===== src/rtl/gcd_pkg.sv =====
// GCD controller shared definitions: ALU function codes, FSM state codes, iteration counter helpers.
// Latency: n/a (package).
// Backpressure: n/a (package).
package gcd_pkg;

    // ALU function select
    typedef logic [1:0] alu_fn_t;

    localparam alu_fn_t FN_A_MINUS_B = 2'b00;
    localparam alu_fn_t FN_B_MINUS_A = 2'b01;
    localparam alu_fn_t FN_PASS_A    = 2'b10;
    localparam alu_fn_t FN_PASS_B    = 2'b11;

    // ALU status flags derived from the ALU output word
    typedef struct packed {
        logic z;    // output is all zeros
        logic n;    // output MSB set
    } alu_flags_t;

    // FSM state codes; the controller zero-extends these into its W-bit state register
    localparam logic [2:0] ST_IDLE  = 3'd0;
    localparam logic [2:0] ST_CHKA  = 3'd1;
    localparam logic [2:0] ST_CHKB  = 3'd2;
    localparam logic [2:0] ST_CMP   = 3'd3;
    localparam logic [2:0] ST_SUBBA = 3'd4;
    localparam logic [2:0] ST_DONE  = 3'd5;

    // Iteration counter (only used when GCD_ITER_COUNT_EN is defined)
    localparam int         ITER_W   = 8;
    localparam logic [7:0] ITER_MAX = 8'hFF;

    // Saturating increment: stick at ITER_MAX instead of wrapping
    function automatic logic [7:0] iter_next(input logic [7:0] cur);
        return (cur == ITER_MAX) ? cur : cur + 8'd1;
    endfunction

endpackage


===== src/rtl/gcd_ctrl_alu.sv =====
// Two-operand ALU for the GCD datapath: A-B, B-A, pass A, pass B, with zero and sign flags.
// Latency: purely combinational, zero cycles.
// Backpressure: none; output follows inputs continuously.
// Ports: a, b (W-bit operands), fn (function select), c (W-bit result), flags (z = c zero, n = c MSB).
module alu
    import gcd_pkg::*;
#(
    parameter int W = 16
) (
    input  logic [W-1:0] a,
    input  logic [W-1:0] b,
    input  alu_fn_t      fn,
    output logic [W-1:0] c,
    output alu_flags_t   flags
);

    logic [W-1:0] minuend;
    logic [W-1:0] subtrahend;
    logic [W-1:0] diff;

    // Both subtract directions share one subtractor by swapping operands
    always_comb begin
        if (fn == FN_B_MINUS_A) begin
            minuend    = b;
            subtrahend = a;
        end else begin
            minuend    = a;
            subtrahend = b;
        end
    end

    assign diff = minuend - subtrahend;

    always_comb begin
        c = diff;
        case (fn)
            FN_PASS_A: c = a;
            FN_PASS_B: c = b;
            default:   c = diff;
        endcase
    end

    assign flags.z = (c == '0);
    assign flags.n = c[W-1];

endmodule


===== src/rtl/gcd_ctrl.sv =====
// GCD controller: repeated-subtraction GCD of one operand pair at a time, optional iteration count (macro GCD_ITER_COUNT_EN adds port iter).
// Latency: accept -> out_valid is 1 cycle for MSB-set operands, otherwise 2 (zero operand) up to 3 + CMP/SUBBA cycles.
// Backpressure: in_ready only in IDLE; result/err held in DONE until out_ready, same-cycle handoff when out_ready already high.
// Ports: clk, rst_n (async active-low); in_valid/in_ready/a_in/b_in operand handshake;
//        out_valid/out_ready/result/err result handshake; iter (8-bit, only with GCD_ITER_COUNT_EN).
module gcd_ctrl
    import gcd_pkg::*;
#(
    parameter int W = 16
) (
    input  logic         clk,
    input  logic         rst_n,
    input  logic         in_valid,
    output logic         in_ready,
    input  logic [W-1:0] a_in,
    input  logic [W-1:0] b_in,
    output logic         out_valid,
    input  logic         out_ready,
    output logic [W-1:0] result,
    output logic         err
`ifdef GCD_ITER_COUNT_EN
    ,
    output logic [7:0]   iter
`endif
);

    // State register is W bits wide; codes are zero-extended from the package
    localparam logic [W-1:0] S_IDLE  = W'(ST_IDLE);
    localparam logic [W-1:0] S_CHKA  = W'(ST_CHKA);
    localparam logic [W-1:0] S_CHKB  = W'(ST_CHKB);
    localparam logic [W-1:0] S_CMP   = W'(ST_CMP);
    localparam logic [W-1:0] S_SUBBA = W'(ST_SUBBA);
    localparam logic [W-1:0] S_DONE  = W'(ST_DONE);

    logic [W-1:0] state;
    logic [W-1:0] ra;
    logic [W-1:0] rb;
    alu_fn_t      alu_fn;
    logic [W-1:0] alu_c;
    alu_flags_t   alu_flags;
    logic         accept;
    logic         op_bad;

    assign in_ready  = (state == S_IDLE);
    assign out_valid = (state == S_DONE);
    assign accept    = in_valid & in_ready;
    // Operands are treated as W-1 bit magnitudes; a set MSB would break the N flag as an A<B test
    assign op_bad    = a_in[W-1] | b_in[W-1];

    alu #(
        .W (W)
    ) u_alu (
        .a     (ra),
        .b     (rb),
        .fn    (alu_fn),
        .c     (alu_c),
        .flags (alu_flags)
    );

    always_comb begin
        alu_fn = FN_PASS_A;
        case (state)
            S_CHKA:  alu_fn = FN_PASS_A;
            S_CHKB:  alu_fn = FN_PASS_B;
            S_CMP:   alu_fn = FN_A_MINUS_B;
            S_SUBBA: alu_fn = FN_B_MINUS_A;
            default: alu_fn = FN_PASS_A;
        endcase
    end

    always_ff @(posedge clk or negedge rst_n) begin
        if (!rst_n) begin
            state  <= S_IDLE;
            ra     <= '0;
            rb     <= '0;
            result <= '0;
            err    <= 1'b0;
        end else begin
            case (state)
                S_IDLE: begin
                    if (accept) begin
                        ra  <= a_in;
                        rb  <= b_in;
                        err <= 1'b0;
                        if (op_bad) begin
                            err    <= 1'b1;
                            result <= '0;
                            state  <= S_DONE;
                        end else begin
                            state  <= S_CHKA;
                        end
                    end
                end
                // A zero: gcd(0, b) = b
                S_CHKA: begin
                    if (alu_flags.z) begin
                        result <= rb;
                        state  <= S_DONE;
                    end else begin
                        state  <= S_CHKB;
                    end
                end
                // B zero: gcd(a, 0) = a
                S_CHKB: begin
                    if (alu_flags.z) begin
                        result <= ra;
                        state  <= S_DONE;
                    end else begin
                        state  <= S_CMP;
                    end
                end
                // A-B: equal ends the loop, negative means B is larger, else shrink A
                S_CMP: begin
                    if (alu_flags.z) begin
                        result <= ra;
                        state  <= S_DONE;
                    end else if (alu_flags.n) begin
                        state  <= S_SUBBA;
                    end else begin
                        ra     <= alu_c;
                    end
                end
                S_SUBBA: begin
                    rb    <= alu_c;
                    state <= S_CMP;
                end
                S_DONE: begin
                    if (out_ready) begin
                        state <= S_IDLE;
                    end
                end
                default: begin
                    state <= S_IDLE;
                end
            endcase
        end
    end

`ifdef GCD_ITER_COUNT_EN
    // Counts CMP and SUBBA cycles of the current pair; frozen in DONE, so valid with out_valid
    always_ff @(posedge clk or negedge rst_n) begin
        if (!rst_n) begin
            iter <= '0;
        end else if (accept) begin
            iter <= '0;
        end else if ((state == S_CMP) || (state == S_SUBBA)) begin
            iter <= iter_next(iter);
        end
    end
`endif

endmodule


===== config.mk =====
export PLATFORM = sky130hd
export DESIGN_NAME = gcd_ctrl
export DESIGN_NICKNAME = d
export VERILOG_FILES = /design/src/rtl/gcd_pkg.sv /design/src/rtl/gcd_ctrl_alu.sv /design/src/rtl/gcd_ctrl.sv
export SDC_FILE = /design/constraint.sdc
export NUM_CORES = 1
export LEC_CHECK = 0
export ABC_AREA = 1
export CORE_ASPECT_RATIO = 1.5
export CORE_MARGIN = 1.5
export CORE_UTILIZATION = 39
export CTS_BUF_LIST = sky130_fd_sc_hd__clkbuf_4 sky130_fd_sc_hd__clkbuf_8 sky130_fd_sc_hd__clkbuf_16
export CTS_CLUSTER_SIZE = 24
export DETAILED_ROUTE_END_ITERATION = 16
export PLACE_DENSITY = 0.63
export SYNTH_ARGS = -nofsm -noshare
export SYNTH_HDL_FRONTEND = slang
export SYNTH_SLANG_ARGS = --single-unit

===== constraint.sdc =====
create_clock -name clk -period 6.54 [get_ports clk]
set_clock_uncertainty 0.15 [all_clocks]
set_input_delay 0.981 -clock clk [delete_from_list [all_inputs] [get_ports clk]]
set_output_delay 0.981 -clock clk [all_outputs]
set_load 0.05 [all_outputs]

After elaboration in Yosys (flattened, before gate mapping)
Cells that the tools add are included.
{ "totals": {"ff_bits": 65, "inputBits": 36, "out_inout_bits": 19, "wordCells": 59} }
{ "classes": {"n_addsub": 1, "n_eq_ne": 16, "mux": 24, "bitwise_logic": 2, "reduce_logical": 11} }
{ "ops": {"columns": ["op", "count"], "rows": [
  ["2-to-1 mux 16 bit", 14],
  ["one-hot mux 16 bit (2 select lines)", 3],
  ["one-hot mux 16 bit (6 select lines)", 1],
  ["one-hot mux 16 bit (3 select lines)", 1],
  ["equality test 16 x 2 -> 1 bit, second input constant", 2],
  ["equality test 16 x 3 -> 1 bit, second input constant", 2],
  ["zero test 16 bit", 2],
  ["equality test 16 x 1 -> 1 bit, second input constant", 1],
  ["subtractor 16 bit", 1],
  ["2-to-1 mux 3 bit", 3],
  ["inequality test 2 x 1 -> 1 bit, second input constant", 4],
  ["inequality test 2 bit, second input constant", 3],
  ["one-hot mux 2 bit (3 select lines)", 1],
  ["AND reduction 5 bit", 1],
  ["equality test 2 bit, second input constant", 2],
  ["AND reduction 2 bit", 2],
  ["AND reduction 4 bit", 1],
  ["nonzero test 2 bit", 2],
  ["inequality test 3 bit, second input constant", 1],
  ["AND reduction 3 bit", 1],
  ["nonzero test 3 bit", 1],
  ["equality test 2 x 1 -> 1 bit, second input constant", 1],
  ["OR reduction 2 bit", 1],
  ["bitwise AND 1 bit", 1],
  ["2 further kinds", 2]
]} }

Depth between registers and ports, before layout
{ "logic_depth": {"word_depth": 9, "depth_mapped": 23, "mapped_depth_nobuf": 22} }

Modules after synthesis
A second synthesis with hierarchy kept.
{ "hier_totals": {"hier_cells": 744, "area_unflattened_um2": 4456.8} }
{ "by_module_without_submodules": {"columns": ["module", "instances", "cells_each", "area_each_um2", "seq_area_each_um2"], "rows": [
  ["gcd_ctrl", 1, 377, 2753.9, 1301.2],
  ["alu", 1, 367, 1702.9, 0.0]
]} }

Least setup slack after synthesis
Ideal clock, no wire load.
{ "synth_timing": {"kind": "reg-to-reg", "from": "reg state[1]", "to": "reg result[0]", "setup_ns": 0.118, "arrival_time_ns": 2.547, "required_time_ns": 6.272, "slack_ns": 3.725, "stages_incl_launch_ff": 11, "path_buffers": 2, "period_less_slack_ns": 2.815, "path_cell_list": "dfrtp_1 nor2_2 buf_6 inv_1 nor2_1 nand2_1 inv_1 o21ai_1 clkbuf_1 nand3_1 nand2_1"} }
{ "synth_via": {"elab_cells_between_ends": 23, "classes_between": "add/sub (1); eq/ne (11); mux (5); bitwise (1); reduce/logical (5)"} }
{ "synth_lines": {"columns": ["element", "line_no", "rtl"], "rows": [
  ["start: declaration", "gcd_ctrl.sv:35", "logic [W-1:0] state;"],
  ["start signal: assignment", "gcd_ctrl.sv:73", "state <= S_IDLE;"],
  ["start signal: assignment", "gcd_ctrl.sv:88", "state <= S_DONE;"],
  ["start signal: assignment", "gcd_ctrl.sv:90", "state <= S_CHKA;"],
  ["zero test 16 bit (*)", "gcd_ctrl.sv:44", "assign in_ready = (state == S_IDLE);"],
  ["named net in_ready", "gcd_ctrl.sv:14", "output logic in_ready,"],
  ["bitwise AND 1 bit", "gcd_ctrl.sv:46", "assign accept = in_valid & in_ready;"],
  ["inequality test 2 x 1 -> 1 bit (no source line)", null, null],
  ["AND reduction 5 bit (no source line)", null, null],
  ["end signal: assignment", "gcd_ctrl.sv:97", "result <= rb;"],
  ["end signal: assignment", "gcd_ctrl.sv:106", "result <= ra;"],
  ["end signal: assignment", "gcd_ctrl.sv:115", "result <= ra;"],
  ["end: declaration", "gcd_ctrl.sv:19", "output logic [W-1:0] result,"]
]} }
The timed path passes the listed nets; every way through them passes the cells marked *.
A chain may end at the register's enable or synchronous reset.

Worst setup path after layout
{ "layout_timing": {"from": "reg state[1]", "to": "reg ra[0]"} }
{ "layout_via": {"elab_chain_cells": 9, "elab_cells_between_ends": 22, "classes_between": "add/sub (1); eq/ne (9); mux (7); bitwise (1); reduce/logical (4)"} }
{ "layout_rtl": {"columns": ["element", "line_no", "rtl"], "rows": [
  ["equality test 16 x 3 -> 1 bit, or another cell as far along", "gcd_ctrl.sv:62", "case (state)"],
  ["one-hot mux 2 bit (3 select lines)", "gcd_ctrl.sv:62", null],
  ["equality test 2 x 1 -> 1 bit", "gcd_ctrl_alu.sv:23", "if (fn == FN_B_MINUS_A) begin"],
  ["2-to-1 mux 16 bit", "gcd_ctrl_alu.sv:23", null],
  ["subtractor 16 bit", "gcd_ctrl_alu.sv:32", "assign diff = minuend - subtrahend;"],
  ["one-hot mux 16 bit (2 select lines)", "gcd_ctrl_alu.sv:36", "case (fn)"],
  ["zero test 16 bit / 2-to-1 mux 16 bit (equally long branches)", "gcd_ctrl_alu.sv:43, gcd_ctrl.sv:117", null],
  ["inequality test 2 bit (no source line) / 2-to-1 mux 16 bit (equally long branches)", null, null],
  ["AND reduction 4 bit (no source line) / one-hot mux 16 bit (2 select lines) (equally long branches)", null, null],
  ["end signal: assignment", "gcd_ctrl.sv:82", "ra <= a_in;"],
  ["end signal: assignment", "gcd_ctrl.sv:120", "ra <= alu_c;"],
  ["end: declaration", "gcd_ctrl.sv:36", "logic [W-1:0] ra;"]
]} }
Several ways; a longest one is shown, not always the timed one. The select of a mux whose other input is x is not followed.

==> impl_metrics.env <==
export IMPL_outcome="completed"
export IMPL_synth_main_ff_cell="dfrtp_1"
export IMPL_die_w_um=86.7
export IMPL_antenna_left=0
export IMPL_grt_max_degree=53
export IMPL_area_delta_synth_final_pct=19.4
export IMPL_clock_tree_buffer_depth=2
export IMPL_setup_violations_final=0
export IMPL_netlist_area_leader_share_pct=31.8
export IMPL_end_kind="flip-flop"
export IMPL_clk_pin_slew_ps=70
export IMPL_rsz0062_at_grt="false"
export IMPL_avgViaCountPerCell=5.28
export IMPL_drt_iter0_drc=290
export IMPL_crit_arrival_ps=4280
export IMPL_insertion_delay_ps=300
export IMPL_port_buffers=54
export IMPL_n_antenna_cell=0
export IMPL_core_area_mm2=0.0102
export IMPL_ioPinCount=55
export IMPL_vias=4496
export IMPL_layout_cells_non_filler=851
export IMPL_yosys_warnings=0
export IMPL_grt_pass1_wl_mm=21.3
export IMPL_tightestPinTransition_ps=687
export IMPL_yosysSeqAreaShare_pct=31.8
export IMPL_ctsRootBufferMaster="clkbuf_16"
export IMPL_numCtsBuffers=5
export IMPL_syn_avg_cell_area_um2=6.14
export IMPL_fill_cells=1071
export IMPL_synth_area_mm2=0.00410
export IMPL_cts_setup_buffers=0
export IMPL_grt_usage_pct=24.8
export IMPL_fin_crit_ps=4260
export IMPL_layout_commonest_cell="nand2_1"
export IMPL_place_hpwl_mm=10.1
export IMPL_mostFrequentLayoutCells="nand2_1 (231), inv_1 (91), nand3_1 (72)"
export IMPL_drive_gt1_share_pct=4.08
export IMPL_max_slew_margin_pct=54.2
export IMPL_grt_ovfl_total=0
export IMPL_maxCapViolCount=0
export IMPL_finalWeightedCongestion=0.907
export IMPL_wl_per_cell_um=15.7
export IMPL_drc=0
export IMPL_ys_ff_latch=52
export IMPL_grt_pass1_vias=4315
export IMPL_syn_num_nets=704
export IMPL_cp_max_fo=35
export IMPL_critPathLaunchType="flip-flop"
export IMPL_die_area_mm2=0.0111
export IMPL_placedCellCount=844
export IMPL_start_util_pct=40.2
export IMPL_cts_tree="built"
export IMPL_synth_area_leaders="dfrtp_1 (32%), nand2_1 (21%), nand3_1 (8.8%), inv_1 (8.3%), nor2_1 (5.0%)"
export IMPL_period_share_pct=65.1
export IMPL_ys_types=35
export IMPL_die_h_um=129
export IMPL_hold_violations=0
export IMPL_fin_setup_tns_ps=0
export IMPL_cts_resized=0
export IMPL_wl_mm=13.3
export IMPL_synth_edf_count=0
export IMPL_yosysTopAreaCell="dfrtp_1"
export IMPL_cts_sinks=52
export IMPL_row_count=45
export IMPL_worst_ep_required_time_ps=6560
export IMPL_drtPass1Iterations=5
export IMPL_min_path_type="flip-flop to flip-flop"
export IMPL_max_freq_mhz=235
export IMPL_crit_type="flip-flop to flip-flop"
export IMPL_slew_viol_final=0
export IMPL_htree_levels=2
export IMPL_netlist_instances=667
export IMPL_grt_antenna_before_repair=0
export IMPL_cts_hold_buf=0
export IMPL_ys_async_sr_fraction_pct=100
export IMPL_fin_nets=747
state kept, by name, summed over array words and instances (netlist names):
signal / flops
ra: 16
rb: 16
result: 16
state: 3
err: 1
metal layers:
metal  vias up  global-route usage (%)  routed length (µm)
met1      2094                    31.5                5940
met5         -                       0                   0
li1       2250                       -                   -
met4         0                    6.64                 198
met2       139                    44.3                6620
met3        13                    2.57                 575
critical path: stages (launching register included):
cell and delay (ps):
dfrtp_1 450, nor2_2 450, nand2_4 370, inv_1 160
buf_4 310, o21ai_1 150, nand3_1 90, nand2_1 120
a21oi_2 140, nand3_1 80, nand2_1 60, nand2_1 60
a21oi_1 290, nand3_1 220, nor2_2 200, nand2_2 110
nand2_4 100, nand2_2 360, nand2_1 200, o21ai_2 60
Yosys cell counts (3+ instances only):
cell,n
a21oi_1,20
a22oi_1,11
buf_4,4
buf_6,5
clkbuf_1,10
dfrtp_1,52
inv_1,91
nand2_1,231
nand2_4,3
nand3_1,72
nand3_2,4
nand4_1,8
nor2_1,55
nor3_1,5
o211ai_1,3
o21ai_0,22
o21ai_1,21
o22ai_1,29
worst paths after layout:
kind | start | end | slack, ps | depth (start not counted)
setup / recovery | state[1] | ra[0] | 2280 | 19
hold / removal | err | err | 340 | 2
setup reg to reg | state[1] | ra[0] | 2280 | 19
hold reg to reg | err | err | 340 | 2
max in group asynchronous | rst_n | ra[14] | 5120 | 2
min in group asynchronous | rst_n | err | 650 | 2
cell type report:
class | count | area (µm²) | area share [%]
inverters | 93 | 349 | 7.14
flip-flops and latches | 52 | 1300 | 26.6
repair buffers | 59 | 573 | 11.7
well taps | 141 | 176 | 3.61
multi-input cells | 499 | 2300 | 47.1
clock inverters | 2 | 60.1 | 1.23
clock buffers | 5 | 125 | 2.56
kinds of logic after synthesis:
kind of cell / synth area share (%)
flip-flops: 31.8
AND/OR/NAND/NOR: 39.8
buffers and inverters: 12.0
XOR/XNOR: 0.428
AO/OA/AOI/OAI: 15.7
adder cells (fa/ha/maj): 0.305
per-stage QoR:
| stage | setup WS [ps] | hold slack, ps | util (%) | area (µm²) |
|---|---|---|---|---|
| 6_report | 2280 | 341 | 48.0 | 4890 |
| 3_5_place_dp | 2340 | 320 | 46.2 | 4700 |
| 2_1_floorplan | 3720 | 386 | - | 4100 |
| 3_3_place_gp | 2410 | 323 | 46.2 | 4700 |
| 4_1_cts | 2310 | 343 | 48.0 | 4890 |
| 5_1_grt | 1830 | 388 | 48.0 | 4890 |
Power is not shown: default switching activity piles up to over one toggle a cycle in this logic, so the estimate is an artifact.
